**src/rtl/disp_rdarb_if.sv**
```systemverilog
// AXI read-channel bundle (AR + R) shared by the requester ports and the master port of
// the display read arbiter. The master modport drives AR and RREADY; the slave modport
// answers with ARREADY and the R beat.
interface disp_rdarb_if #(
  parameter int ADDR_W = 32,
  parameter int DATA_W = 64
);
  logic [ADDR_W-1:0] ARADDR;
  logic [7:0]        ARLEN;
  logic              ARVALID;
  logic              ARREADY;
  logic [DATA_W-1:0] RDATA;
  logic              RLAST;
  logic              RVALID;
  logic              RREADY;

  modport master (
    output ARADDR, ARLEN, ARVALID, RREADY,
    input  ARREADY, RDATA, RLAST, RVALID
  );

  modport slave (
    input  ARADDR, ARLEN, ARVALID, RREADY,
    output ARREADY, RDATA, RLAST, RVALID
  );
endinterface

```
**src/rtl/disp_rdarb.sv**
```systemverilog
// Two-port AXI read arbiter: shares one master AR/R port between the display VRAM fetch
// (port 0) and a second requester (port 1). One burst outstanding at a time, round-robin
// ownership, with port 0 taking every idle arbitration while S0_URGENT is high.
module disp_rdarb #(
  parameter int ADDR_W = 32,
  parameter int DATA_W = 64
) (
  input  logic       ACLK,
  input  logic       ARST,
  disp_rdarb_if.slave  s0,
  disp_rdarb_if.slave  s1,
  disp_rdarb_if.master m,
  input  logic       S0_URGENT,
  output logic [1:0] GRANT,
  output logic       LEN_ERR
);

  typedef enum logic [1:0] {StIdle, StAddr, StData} state_e;

  state_e            state_q, state_d;
  logic              last_q, last_d;     // port granted most recently
  logic              owner_q, owner_d;   // port owning the current burst
  logic [7:0]        cnt_q, cnt_d;       // beats remaining after the current one
  logic [ADDR_W-1:0] araddr_q, araddr_d;
  logic [7:0]        arlen_q, arlen_d;
  logic              arvalid_q, arvalid_d;
  logic [1:0]        grant_q, grant_d;
  logic              len_err_q, len_err_d;

  logic              req_any;
  logic              win;
  logic              in_idle;
  logic              in_data;
  logic              own_rready;
  logic              m_rready;
  logic              beat;
  logic [DATA_W-1:0] rdata;

  // Winner selection: urgent port 0 first, then a lone requester, then round-robin.
  always_comb begin
    req_any = s0.ARVALID | s1.ARVALID;
    win     = 1'b0;
    if (S0_URGENT && s0.ARVALID) begin
      win = 1'b0;
    end else if (s0.ARVALID && s1.ARVALID) begin
      win = ~last_q;
    end else begin
      win = s1.ARVALID;
    end
  end

  assign in_idle    = (state_q == StIdle);
  assign in_data    = (state_q == StData);
  assign own_rready = owner_q ? s1.RREADY : s0.RREADY;
  // Derived from the state register so it falls with the asynchronous reset.
  assign m_rready   = in_data & own_rready;
  assign beat       = m.RVALID & m_rready;
  assign rdata      = m.RDATA;

  assign s0.ARREADY = in_idle & req_any & ~win;
  assign s1.ARREADY = in_idle & req_any & win;

  assign m.ARADDR  = araddr_q;
  assign m.ARLEN   = arlen_q;
  assign m.ARVALID = arvalid_q;
  assign m.RREADY  = m_rready;

  assign s0.RDATA  = rdata;
  assign s1.RDATA  = rdata;
  assign s0.RVALID = in_data & ~owner_q & m.RVALID;
  assign s1.RVALID = in_data & owner_q & m.RVALID;
  assign s0.RLAST  = in_data & ~owner_q & m.RLAST;
  assign s1.RLAST  = in_data & owner_q & m.RLAST;

  assign GRANT   = grant_q;
  assign LEN_ERR = len_err_q;

  // Next-state logic: accept in IDLE, hold AR until handshake, count beats in DATA.
  always_comb begin
    state_d   = state_q;
    last_d    = last_q;
    owner_d   = owner_q;
    cnt_d     = cnt_q;
    araddr_d  = araddr_q;
    arlen_d   = arlen_q;
    arvalid_d = arvalid_q;
    grant_d   = grant_q;
    len_err_d = len_err_q;
    unique case (state_q)
      StIdle: begin
        if (req_any) begin
          araddr_d  = win ? s1.ARADDR : s0.ARADDR;
          arlen_d   = win ? s1.ARLEN : s0.ARLEN;
          cnt_d     = win ? s1.ARLEN : s0.ARLEN;
          owner_d   = win;
          grant_d   = win ? 2'b10 : 2'b01;
          arvalid_d = 1'b1;
          state_d   = StAddr;
        end
      end
      StAddr: begin
        if (m.ARREADY) begin
          arvalid_d = 1'b0;
          state_d   = StData;
        end
      end
      StData: begin
        if (beat) begin
          // Stop at zero on overlong bursts; the error is already latched by then.
          if (cnt_q != 8'd0) cnt_d = cnt_q - 8'd1;
          if (m.RLAST) begin
            if (cnt_q != 8'd0) len_err_d = 1'b1;
            last_d  = owner_q;
            grant_d = 2'b00;
            state_d = StIdle;
          end else if (cnt_q == 8'd0) begin
            len_err_d = 1'b1;
          end
        end
      end
      default: state_d = StIdle;
    endcase
  end

  // State registers with asynchronous active-high reset.
  always_ff @(posedge ACLK or posedge ARST) begin
    if (ARST) begin
      state_q   <= StIdle;
      last_q    <= 1'b1;
      owner_q   <= 1'b0;
      cnt_q     <= 8'd0;
      araddr_q  <= '0;
      arlen_q   <= 8'd0;
      arvalid_q <= 1'b0;
      grant_q   <= 2'b00;
      len_err_q <= 1'b0;
    end else begin
      state_q   <= state_d;
      last_q    <= last_d;
      owner_q   <= owner_d;
      cnt_q     <= cnt_d;
      araddr_q  <= araddr_d;
      arlen_q   <= arlen_d;
      arvalid_q <= arvalid_d;
      grant_q   <= grant_d;
      len_err_q <= len_err_d;
    end
  end

endmodule

```
**src/flat_wrapper.sv**
```systemverilog
// flat-port wrapper written by rule: the top's interface ports become plain ports
module disp_rdarb_flat 
#(
  parameter int ADDR_W = 32,
  parameter int DATA_W = 64
)
  (ACLK, ARST, S0_URGENT, GRANT, LEN_ERR, s0_ARADDR, s0_ARLEN, s0_ARVALID, s0_RREADY, s0_ARREADY, s0_RDATA, s0_RLAST, s0_RVALID, s1_ARADDR, s1_ARLEN, s1_ARVALID, s1_RREADY, s1_ARREADY, s1_RDATA, s1_RLAST, s1_RVALID, m_ARADDR, m_ARLEN, m_ARVALID, m_RREADY, m_ARREADY, m_RDATA, m_RLAST, m_RVALID);
  disp_rdarb_if #(.ADDR_W(ADDR_W), .DATA_W(DATA_W)) s0_i ();
  disp_rdarb_if #(.ADDR_W(ADDR_W), .DATA_W(DATA_W)) s1_i ();
  disp_rdarb_if #(.ADDR_W(ADDR_W), .DATA_W(DATA_W)) m_i ();
  input  logic ACLK;
  input  logic ARST;
  input  logic S0_URGENT;
  output logic [1:0] GRANT;
  output logic LEN_ERR;
  input wire logic [$bits(s0_i.ARADDR)-1:0] s0_ARADDR;
  input wire logic [$bits(s0_i.ARLEN)-1:0] s0_ARLEN;
  input wire logic [$bits(s0_i.ARVALID)-1:0] s0_ARVALID;
  input wire logic [$bits(s0_i.RREADY)-1:0] s0_RREADY;
  output wire logic [$bits(s0_i.ARREADY)-1:0] s0_ARREADY;
  output wire logic [$bits(s0_i.RDATA)-1:0] s0_RDATA;
  output wire logic [$bits(s0_i.RLAST)-1:0] s0_RLAST;
  output wire logic [$bits(s0_i.RVALID)-1:0] s0_RVALID;
  input wire logic [$bits(s1_i.ARADDR)-1:0] s1_ARADDR;
  input wire logic [$bits(s1_i.ARLEN)-1:0] s1_ARLEN;
  input wire logic [$bits(s1_i.ARVALID)-1:0] s1_ARVALID;
  input wire logic [$bits(s1_i.RREADY)-1:0] s1_RREADY;
  output wire logic [$bits(s1_i.ARREADY)-1:0] s1_ARREADY;
  output wire logic [$bits(s1_i.RDATA)-1:0] s1_RDATA;
  output wire logic [$bits(s1_i.RLAST)-1:0] s1_RLAST;
  output wire logic [$bits(s1_i.RVALID)-1:0] s1_RVALID;
  output wire logic [$bits(m_i.ARADDR)-1:0] m_ARADDR;
  output wire logic [$bits(m_i.ARLEN)-1:0] m_ARLEN;
  output wire logic [$bits(m_i.ARVALID)-1:0] m_ARVALID;
  output wire logic [$bits(m_i.RREADY)-1:0] m_RREADY;
  input wire logic [$bits(m_i.ARREADY)-1:0] m_ARREADY;
  input wire logic [$bits(m_i.RDATA)-1:0] m_RDATA;
  input wire logic [$bits(m_i.RLAST)-1:0] m_RLAST;
  input wire logic [$bits(m_i.RVALID)-1:0] m_RVALID;
  assign s0_i.ARADDR = s0_ARADDR;
  assign s0_i.ARLEN = s0_ARLEN;
  assign s0_i.ARVALID = s0_ARVALID;
  assign s0_i.RREADY = s0_RREADY;
  assign s0_ARREADY = s0_i.ARREADY;
  assign s0_RDATA = s0_i.RDATA;
  assign s0_RLAST = s0_i.RLAST;
  assign s0_RVALID = s0_i.RVALID;
  assign s1_i.ARADDR = s1_ARADDR;
  assign s1_i.ARLEN = s1_ARLEN;
  assign s1_i.ARVALID = s1_ARVALID;
  assign s1_i.RREADY = s1_RREADY;
  assign s1_ARREADY = s1_i.ARREADY;
  assign s1_RDATA = s1_i.RDATA;
  assign s1_RLAST = s1_i.RLAST;
  assign s1_RVALID = s1_i.RVALID;
  assign m_ARADDR = m_i.ARADDR;
  assign m_ARLEN = m_i.ARLEN;
  assign m_ARVALID = m_i.ARVALID;
  assign m_RREADY = m_i.RREADY;
  assign m_i.ARREADY = m_ARREADY;
  assign m_i.RDATA = m_RDATA;
  assign m_i.RLAST = m_RLAST;
  assign m_i.RVALID = m_RVALID;
  disp_rdarb #(.ADDR_W(ADDR_W), .DATA_W(DATA_W)) u_core (.ACLK(ACLK), .ARST(ARST), .s0(s0_i), .s1(s1_i), .m(m_i), .S0_URGENT(S0_URGENT), .GRANT(GRANT), .LEN_ERR(LEN_ERR));
endmodule
```
**config.mk**
```make
export PLATFORM = sky130hd
export DESIGN_NAME = disp_rdarb_flat
export DESIGN_NICKNAME = d
export VERILOG_FILES = /design/src/rtl/disp_rdarb_if.sv /design/src/rtl/disp_rdarb.sv /design/src/flat_wrapper.sv
export SDC_FILE = /design/constraint.sdc
export NUM_CORES = 1
export LEC_CHECK = 0
export CAP_MARGIN = 15
export CORE_AREA = 2 2 130 132
export CTS_CLUSTER_DIAMETER = 80
export DETAILED_ROUTE_END_ITERATION = 10
export DIE_AREA = 0 0 132 134
export GPL_ROUTABILITY_DRIVEN = 0
export PLACE_DENSITY = 0.65
export SETUP_SLACK_MARGIN = 0.3
export SLEW_MARGIN = 25
export SYNTH_ARGS = -nofsm -noshare
export SYNTH_HDL_FRONTEND = slang
export SYNTH_SLANG_ARGS = --single-unit
```
**constraint.sdc**
```tcl
create_clock -name ACLK -period 2.3 [get_ports ACLK]
set_clock_uncertainty 0.05 [all_clocks]
set_input_delay 0.345 -clock ACLK [delete_from_list [all_inputs] [get_ports ACLK]]
set_output_delay 0.345 -clock ACLK [all_outputs]
set_load 0.02 [all_outputs]
```
## Word-level counts from Yosys, hierarchy flattened

Cells that the tools add are included.
W data, S select, Z words.

| cells by class | value |
|---|---|
| equal/unequal tests | 8 |
| $add $sub $neg | 1 |
| reduce and logical (&&, ||, !) cells | 15 |
| bitwise operators | 15 |
| mux-type cells | 23 |

Operators by type and width:

| operator | number |
|---|---|
| $mux W32 | 1 |
| $mux W8 | 4 |
| $pmux W8 S2 | 1 |
| $reduce_and A4 Y1 | 4 |
| $mux W2 | 6 |
| $and A1 B1 Y1 | 11 |
| $logic_not A8 Y1 | 1 |
| $mux W1 | 8 |
| $ne A2 B2 Y1 const B | 4 |
| $reduce_bool A8 Y1 | 1 |
| $sub A8 B1 Y8 const B | 1 |
| $pmux W2 S3 | 1 |
| $reduce_and A3 Y1 | 2 |
| $reduce_bool A2 Y1 | 3 |
| $ne A2 B1 Y1 const B | 2 |
| $pmux W2 S2 | 1 |
| $not A1 Y1 | 3 |
| $eq A2 B1 Y1 const B | 1 |
| $eq A2 B2 Y1 const B | 1 |
| $logic_and A1 B1 Y1 | 2 |
| $logic_not A2 Y1 | 1 |
| $pmux W1 S2 | 1 |
| $reduce_and A2 Y1 | 1 |
| $or A1 B1 Y1 | 1 |

| word-level totals | value |
|---|---|
| output and inout port bits | 179 |
| input bits | 154 |
| logic and storage cells | 71 |
| register bits | 56 |

## Logic depth before layout (Yosys ltp)

Gate-level depths: netlist of the first run.

| logic depth | value |
|---|---|
| depth after elaboration | 6 |
| mapped depth | 7 |
| depth with buffers taken out | 6 |

## Least setup slack after synthesis of the first run

OpenSTA, ideal clock, no wires.

| path | value |
|---|---|
| path kind | register to register |
| start point | register u_core.cnt_q[0] |
| end point | register u_core.cnt_q[3] |
| setup time | 121 ps |
| setup slack | 216 ps |
| path buffers | 1 |
| cell stages (with the launch flop) | 8 |
| data required time | 2,129 ps |
| arrival | 1,913 ps |
| clock period less this slack | 2,084 ps |
| cell sequence | dfrtp_1 > inv_1 > ha_1 > or4b_4 > o2111a_2 > or2_0 > buf_6 > a22o_2 |

| on the way | value |
|---|---|
| longest elaborated chain between the ends | 4 |
| elaborated cells on any way between the ends | 7 |
| those cells by class | add/sub (1); eq/ne (1); mux (3); reduce/logical (2) |

RTL lines:

| element | line | RTL |
|---|---|---|
| start, declared | disp_rdarb.sv:23 | `logic [7:0] cnt_q, cnt_d;` |
| start signal, assigned | disp_rdarb.sv:141 | `cnt_q <= cnt_d;` |
| $sub A8 B1 Y8 | disp_rdarb.sv:110 | `if (cnt_q != 8'd0) cnt_d = cnt_q - 8'd1;` |
| $mux W8 | disp_rdarb.sv:110 |  |
| $mux W8 | disp_rdarb.sv:108 | `if (beat) begin` |
| $pmux W8 S2 | disp_rdarb.sv:89 | `unique case (state_q)` |

Parallel ways exist; a longest one is shown, timed or not. The select of a mux whose other input is x is not followed.
A chain may end at the register's enable or synchronous reset.

## Worst setup path in the final report of the first run

| path | value |
|---|---|
| start point | register u_core.cnt_q[0] |
| end point | register u_core.cnt_q[6] |

Same word-level chain as after synthesis.

==> impl_metrics.toml, run 1 <==
[clock_tree]
clk_latency_ns = 0.29
clock-sinks = 56
clk_path_buf_depth = 2
root_buffer = "clkbuf_16"
cts_max_level = 2
cts-buffers-inserted = 5
clk_pin_slew_ns = 0.08
hold_buffers = 0
cts_tree = "built"

[layout]
area_growth_pct = 26.9
nFillCells = 1701
final_util_pct = 29.7
drive_gt1_share_pct = 14.4
final_cell_mix = "clkdlybuf4s50_1 (133), dfrtp_1 (54), nor2_1 (44)"
mostFrequentLayoutCell = "clkdlybuf4s50_1"
antenna-diode-count = 0
final_nets = 607

[sta]
hold_viol_final = 0
setup_viol = 0
rsz0062_at_grt = "yes"
slew_violations = 0
timing.fmax_mhz = 491
worstMarginPinSlew_ns = 0.389
fin_crit_ns = 2.04
period_share_pct = 88.6
postLayoutSetupSlackWorst_ns = 0.262
slew_headroom_pct = 74.1

[setup_path]
required_ns = 2.44
reg2reg_slack_ns = 0.26
crit_slowest_cell = "or4b_4"
r2r-start = "u_core.cnt_q[0]$_DFFE_PP0P_"
r2r_cells = 6
startpoint = "u_core.cnt_q[0]$_DFFE_PP0P_"
path_class = "reg -> reg"
path_max_fanout = 8
crit_path_start_kind = "flip-flop"
cp.arrival_ns = 2.18
crit_end = "u_core.cnt_q[6]$_DFFE_PP0P_"
crit_chain = "inv_2, ha_1, or4b_4, o2111a_2, or2_4, a22o_2"
cpPeakStageDelay_ns = 0.46
timing.rr.end = "u_core.cnt_q[6]$_DFFE_PP0P_"
worstSetupEndpointType = "flip-flop"

[detailed_routing]
wirelength_mm = 11.0
wire_per_inst_um = 16.4
num_vias = 3020
drt_pre_antenna_iters = 4
drc = 0
drt_iter0_markers = 119
ant_nets = 0
vias_per_cell = 4.49

[global_route]
grt_max_degree = 57
grt-ovfl-total = 0
grt_pass1_vias = 3198
antenna_found_initial = 0
grt_usage_pct = 12.4
grt_pass1_wl_mm = 17.4

[floorplan]
die_y_um = 134
placementRows = 47
core_region_area_um2 = 16300
die_x_um = 132
die_area_um2 = 17700
ios = 333
initial_core_util_pct = 23.4

[placed_design]
portBuffers = 140
hpwl_mm = 8.33
dp_slack_ns = -0.196

[pwr]
powerDensity_nw_per_um2 = 1230
p_leak_nw = 1.91
ir_drop_mv = 0.463

[yosys]
synth-seq-cells = 56
yosys.area.top_type = "dfrtp_1"
synth_cell_type_count = 49
synth_edf_count = 0
async_flop_share_pct = 100
synth_area_leaders = "dfrtp_1 (36%), buf_4 (25%), o2bb2ai_1 (7.4%), a21oi_1 (4.7%), nor2_1 (4.4%)"
synth_ff_type = "dfrtp_1"
syn_area_um2 = 3810
syn_nets = 585
ys_warn_count = 0
ys_seq_area_share_pct = 36.8
netlist.area_leader.share_pct = 36.1
synth_area_per_cell_um2 = 8.89
syn_inst = 429

[min_path]
hold_class = "in -> async"

[run]
cap_viol_max_count = 0

[status]
outcome = "finished, final reports clean"
[how the worst min path moves through the flow]
stage / start / to / slack (ns) / cells after the start
2_1_floorplan: m_ARREADY / u_core.state_q[0]$_DFFE_PP0P_ / 0.39 / 1
3_3_place_gp: u_core.LEN_ERR$_DFFE_PP0P_ / u_core.LEN_ERR$_DFFE_PP0P_ / 0.41 / 1
3_5_place_dp: u_core.LEN_ERR$_DFFE_PP0P_ / u_core.LEN_ERR$_DFFE_PP0P_ / 0.42 / 1
4_1_cts: ARST / u_core.m.ARADDR[0]$_DFFE_PP0N_ / 0.40 / 3
5_1_grt: ARST / u_core.m.ARADDR[0]$_DFFE_PP0N_ / 0.44 / 3
6_report: ARST / u_core.m.ARADDR[0]$_DFFE_PP0N_ / 0.39 / 3
[stage by stage]
stage	std cells	total power, W	TNS, ns	cell area (µm²)	hold WS, ns
final	672	0.00593	0	4840	0.390
after global routing	672	0.00635	0	4840	0.440
after CTS	672	0.00599	0	4840	0.397
after detailed placement	657	0.00504	-0.196	4620	0.415
after global placement	657	0.00497	-0.178	4620	0.412
after floorplan	429	0.00386	0	3810	0.394
[power by group]
| part | switching [W] | internal, W |
|---|---|---|
| clock | 0.000374 | 0.000435 |
| sequential | 0.000322 | 0.00148 |
| combinational | 0.00174 | 0.00158 |
[metal layers]
metal	vias up	share of wire [%]	GRT usage (%)
met5	-	0	0
met2	179	49	21.5
met4	0	3.5	6.04
li1	1388	-	-
met3	38	8.8	4.54
met1	1415	38	13.3
[worst max-delay path, delay by kind of cell (launching register included)]
| kind | cells | cell delay, ns |
|---|---|---|
| buffers and inverters | 1 | 0.07 |
| adders and majority gates | 1 | 0.14 |
| DFF | 1 | 0.42 |
| AOI/OAI and AO/OA | 2 | 0.52 |
| and+or+nand+nor | 2 | 0.74 |
[registers in the layout, summed over array words and instances, names as in the netlist]
name,flops
u_core.GRANT,2
u_core.LEN_ERR,1
u_core.cnt_q,8
u_core.last_q,1
u_core.m.ARADDR,32
u_core.m.ARLEN,8
u_core.m.ARVALID,1
u_core.owner_q,1
u_core.state_q,2
[cell usage after synthesis, drive strengths merged, types with 3 or more instances]
library cell and count:
buf 134, dfrtp 55, nor2 45, a21oi 36
o2bb2ai 32, clkbuf 19, nand2 12, o21ai 12
inv 9, a211oi 6, and3 6, nor3 6
o22ai 6, a22o 5, nand4 4, mux2i 3
nand3 3, or2 3
[area by class of cell]
| cell class | count | area [µm²] | share of cell area (%) |
|---|---|---|---|
| clock buffer | 6 | 139 | 2.87 |
| clock inverter | 2 | 15.0 | 0.310 |
| inverter | 9 | 33.8 | 0.698 |
| multi-input combinational | 211 | 1350 | 27.8 |
| sequential | 56 | 1400 | 29.0 |
| tap | 220 | 275 | 5.69 |
| timing repair buffer | 168 | 1620 | 33.6 |
[logic make-up after synthesis]
logic type	synth area share, %
buffers and inverters	28.9
AO/OA/AOI/OAI	20.6
AND/OR/NAND/NOR	11.8
flip-flops	36.8
multiplexers	1.08
adder cells (fa/ha/maj)	0.656
XOR/XNOR	0.230
[what timing repair did]
action / 4_1_cts / 5_1_grt
gates resized for setup: 19 / 8
endpoints found under the setup margin: 15 / 13
pin swaps: 4 / 1
buffers inserted: 7 / 0
(Power assumes the default switching activity.)
==> inputs of run 2 (changes only) <==
clock period = 2.1 ns   (was 2.3 ns; I/O delays follow)
==> impl_metrics.toml, run 2 (synthesis results as in run 1) <==
[detailed_routing]
drt_iter0_markers = 83
ant_nets = 0
wire_per_inst_um = 16.5
drc = 0
vias_per_cell = 4.54
wirelength_mm = 11.3
num_vias = 3102
drt_pre_antenna_iters = 4

[clock_tree]
clk_latency_ns = 0.30
cts_max_level = 2
clk_pin_slew_ns = 0.07
cts_tree = "built"
clk_path_buf_depth = 2
root_buffer = "clkbuf_16"
clock-sinks = 56
cts-buffers-inserted = 5

[floorplan]
initial_core_util_pct = 23.4
placementRows = 47
ios = 333
die_x_um = 132
die_area_um2 = 17700
core_region_area_um2 = 16300
die_y_um = 134

[layout]
design_area_um2 = 5030
final_cells = 683
nFillCells = 1672
mostFrequentLayoutCell = "clkdlybuf4s50_1"
drive_gt1_share_pct = 19.4
final_cell_mix = "clkdlybuf4s50_1 (130), dfrtp_1 (55), nor2_1 (43)"
final_nets = 618
area_growth_pct = 31.9
antenna-diode-count = 0
largest_reg_flops = 32

[setup_path]
crit_chain = "inv_2, ha_1, or4b_4, o2111a_2, or2_4, buf_6, a22o_2"
cp.arrival_ns = 2.26
cpPeakStageDelay_ns = 0.46
path_class = "reg -> reg"
crit_buf_inv = 2
worstSetupEndpointType = "flip-flop"
crit_slowest_cell = "or4b_4"
path_max_fanout = 6
crit_path_start_kind = "flip-flop"
required_ns = 2.24
cp_top_family = "simple AND/OR/NAND/NOR gates"

[status]
outcome = "finished, violations left"
failed_checks = "setup timing"

[sta]
whs_ns = 0.246
postLayoutSetupSlackWorst_ns = -0.0169
slew_violations = 0
rsz0062_at_grt = "yes"
worstMarginPinSlew_ns = 0.485
setup_viol = 3
period_share_pct = 101
hold_viol_final = 0
fin_crit_ns = 2.12
timing.fmax_mhz = 472
slew_headroom_pct = 67.7

[placed_design]
portBuffers = 140
place_area_um2 = 4740
hpwl_mm = 8.55
dp_slack_ns = -0.295
place_inst = 670

[global_route]
grt_max_degree = 44
grt-ovfl-total = 0
grt_pass1_wl_mm = 17.6
antenna_found_initial = 0
grt_usage_pct = 12.6
grt_pass1_vias = 3292

[pwr]
p_leak_nw = 2.00
ir_drop_mv = 0.511
powerDensity_nw_per_um2 = 1350

[min_path]
hold_class = "in -> async"

[run]
cap_viol_max_count = 0
[run 2: path summary, 6_finish.rpt]
| kind | from | end | slack [ns] | depth (start not counted) |
|---|---|---|---|---|
| max | u_core.cnt_q[0]$_DFFE_PP0P_ | u_core.cnt_q[3]$_DFFE_PP0P_ | -0.02 | 7 |
| min | ARST | u_core.m.ARADDR[27]$_DFFE_PP0N_ | 0.25 | 2 |
| max reg2reg | u_core.cnt_q[0]$_DFFE_PP0P_ | u_core.cnt_q[3]$_DFFE_PP0P_ | -0.02 | 7 |
| min reg2reg | u_core.LEN_ERR$_DFFE_PP0P_ | u_core.LEN_ERR$_DFFE_PP0P_ | 0.42 | 1 |
| max in group asynchronous | ARST | u_core.last_q$_DFFE_PP1P_ | 1.14 | 3 |
| min in group ACLK | u_core.LEN_ERR$_DFFE_PP0P_ | u_core.LEN_ERR$_DFFE_PP0P_ | 0.42 | 1 |
[run 2: repair_timing]
action,in CTS,in global routing
pin swaps,6,4
resized for setup,30,21
endpoints found under the hold margin,0,0
setup endpoints to repair,19,26
setup buffers,4,1
hold buffers,0,0
[run 2: report_power, final]
group | internal (W) | total [W] | leakage, nW | switching (W)
clock network | 0.000563 | 0.000968 | 0.0808 | 0.000406
logic | 0.00187 | 0.00387 | 1.28 | 0.00200
registers | 0.00162 | 0.00196 | 0.639 | 0.000343
total | 0.00405 | 0.00680 | 2.00 | 0.00275
[run 2: layout make-up]
cell class                      instances  area [µm²]  area share, %
Multi-Input combinational cell        211        1400           27.9
Clock buffer                            6         129           2.56
Sequential cell                        56        1400           27.9
Timing Repair Buffer                  179        1750           34.8
Tap cell                              220         275           5.47
Clock inverter                          2        35.0          0.697
Inverter                                9        33.8          0.672
[run 2: stage by stage]
stage / TNS (ns) / power [W] / utilization, %
6_report: -0.0205 / 0.00680 / 30.9
5_1_grt: -0.230 / 0.00727 / 30.9
4_1_cts: 0 / 0.00680 / 30.4
3_5_place_dp: -0.659 / 0.00573 / 29.1
3_3_place_gp: -0.575 / 0.00564 / 29.1
2_1_floorplan: 0 / 0.00424 / -
[run 2: layer usage]
layer  vias to the layer above  GRT usage, %  wire (µm)  part of all wire, %
li1                       1413             -          -                    -
met3                        46          4.72        951                  8.4
met2                       155          21.8       5570                   49
met1                      1488          13.8       4350                   39
met4                         0          6.16        415                  3.7
met5                         -             0          0                    0
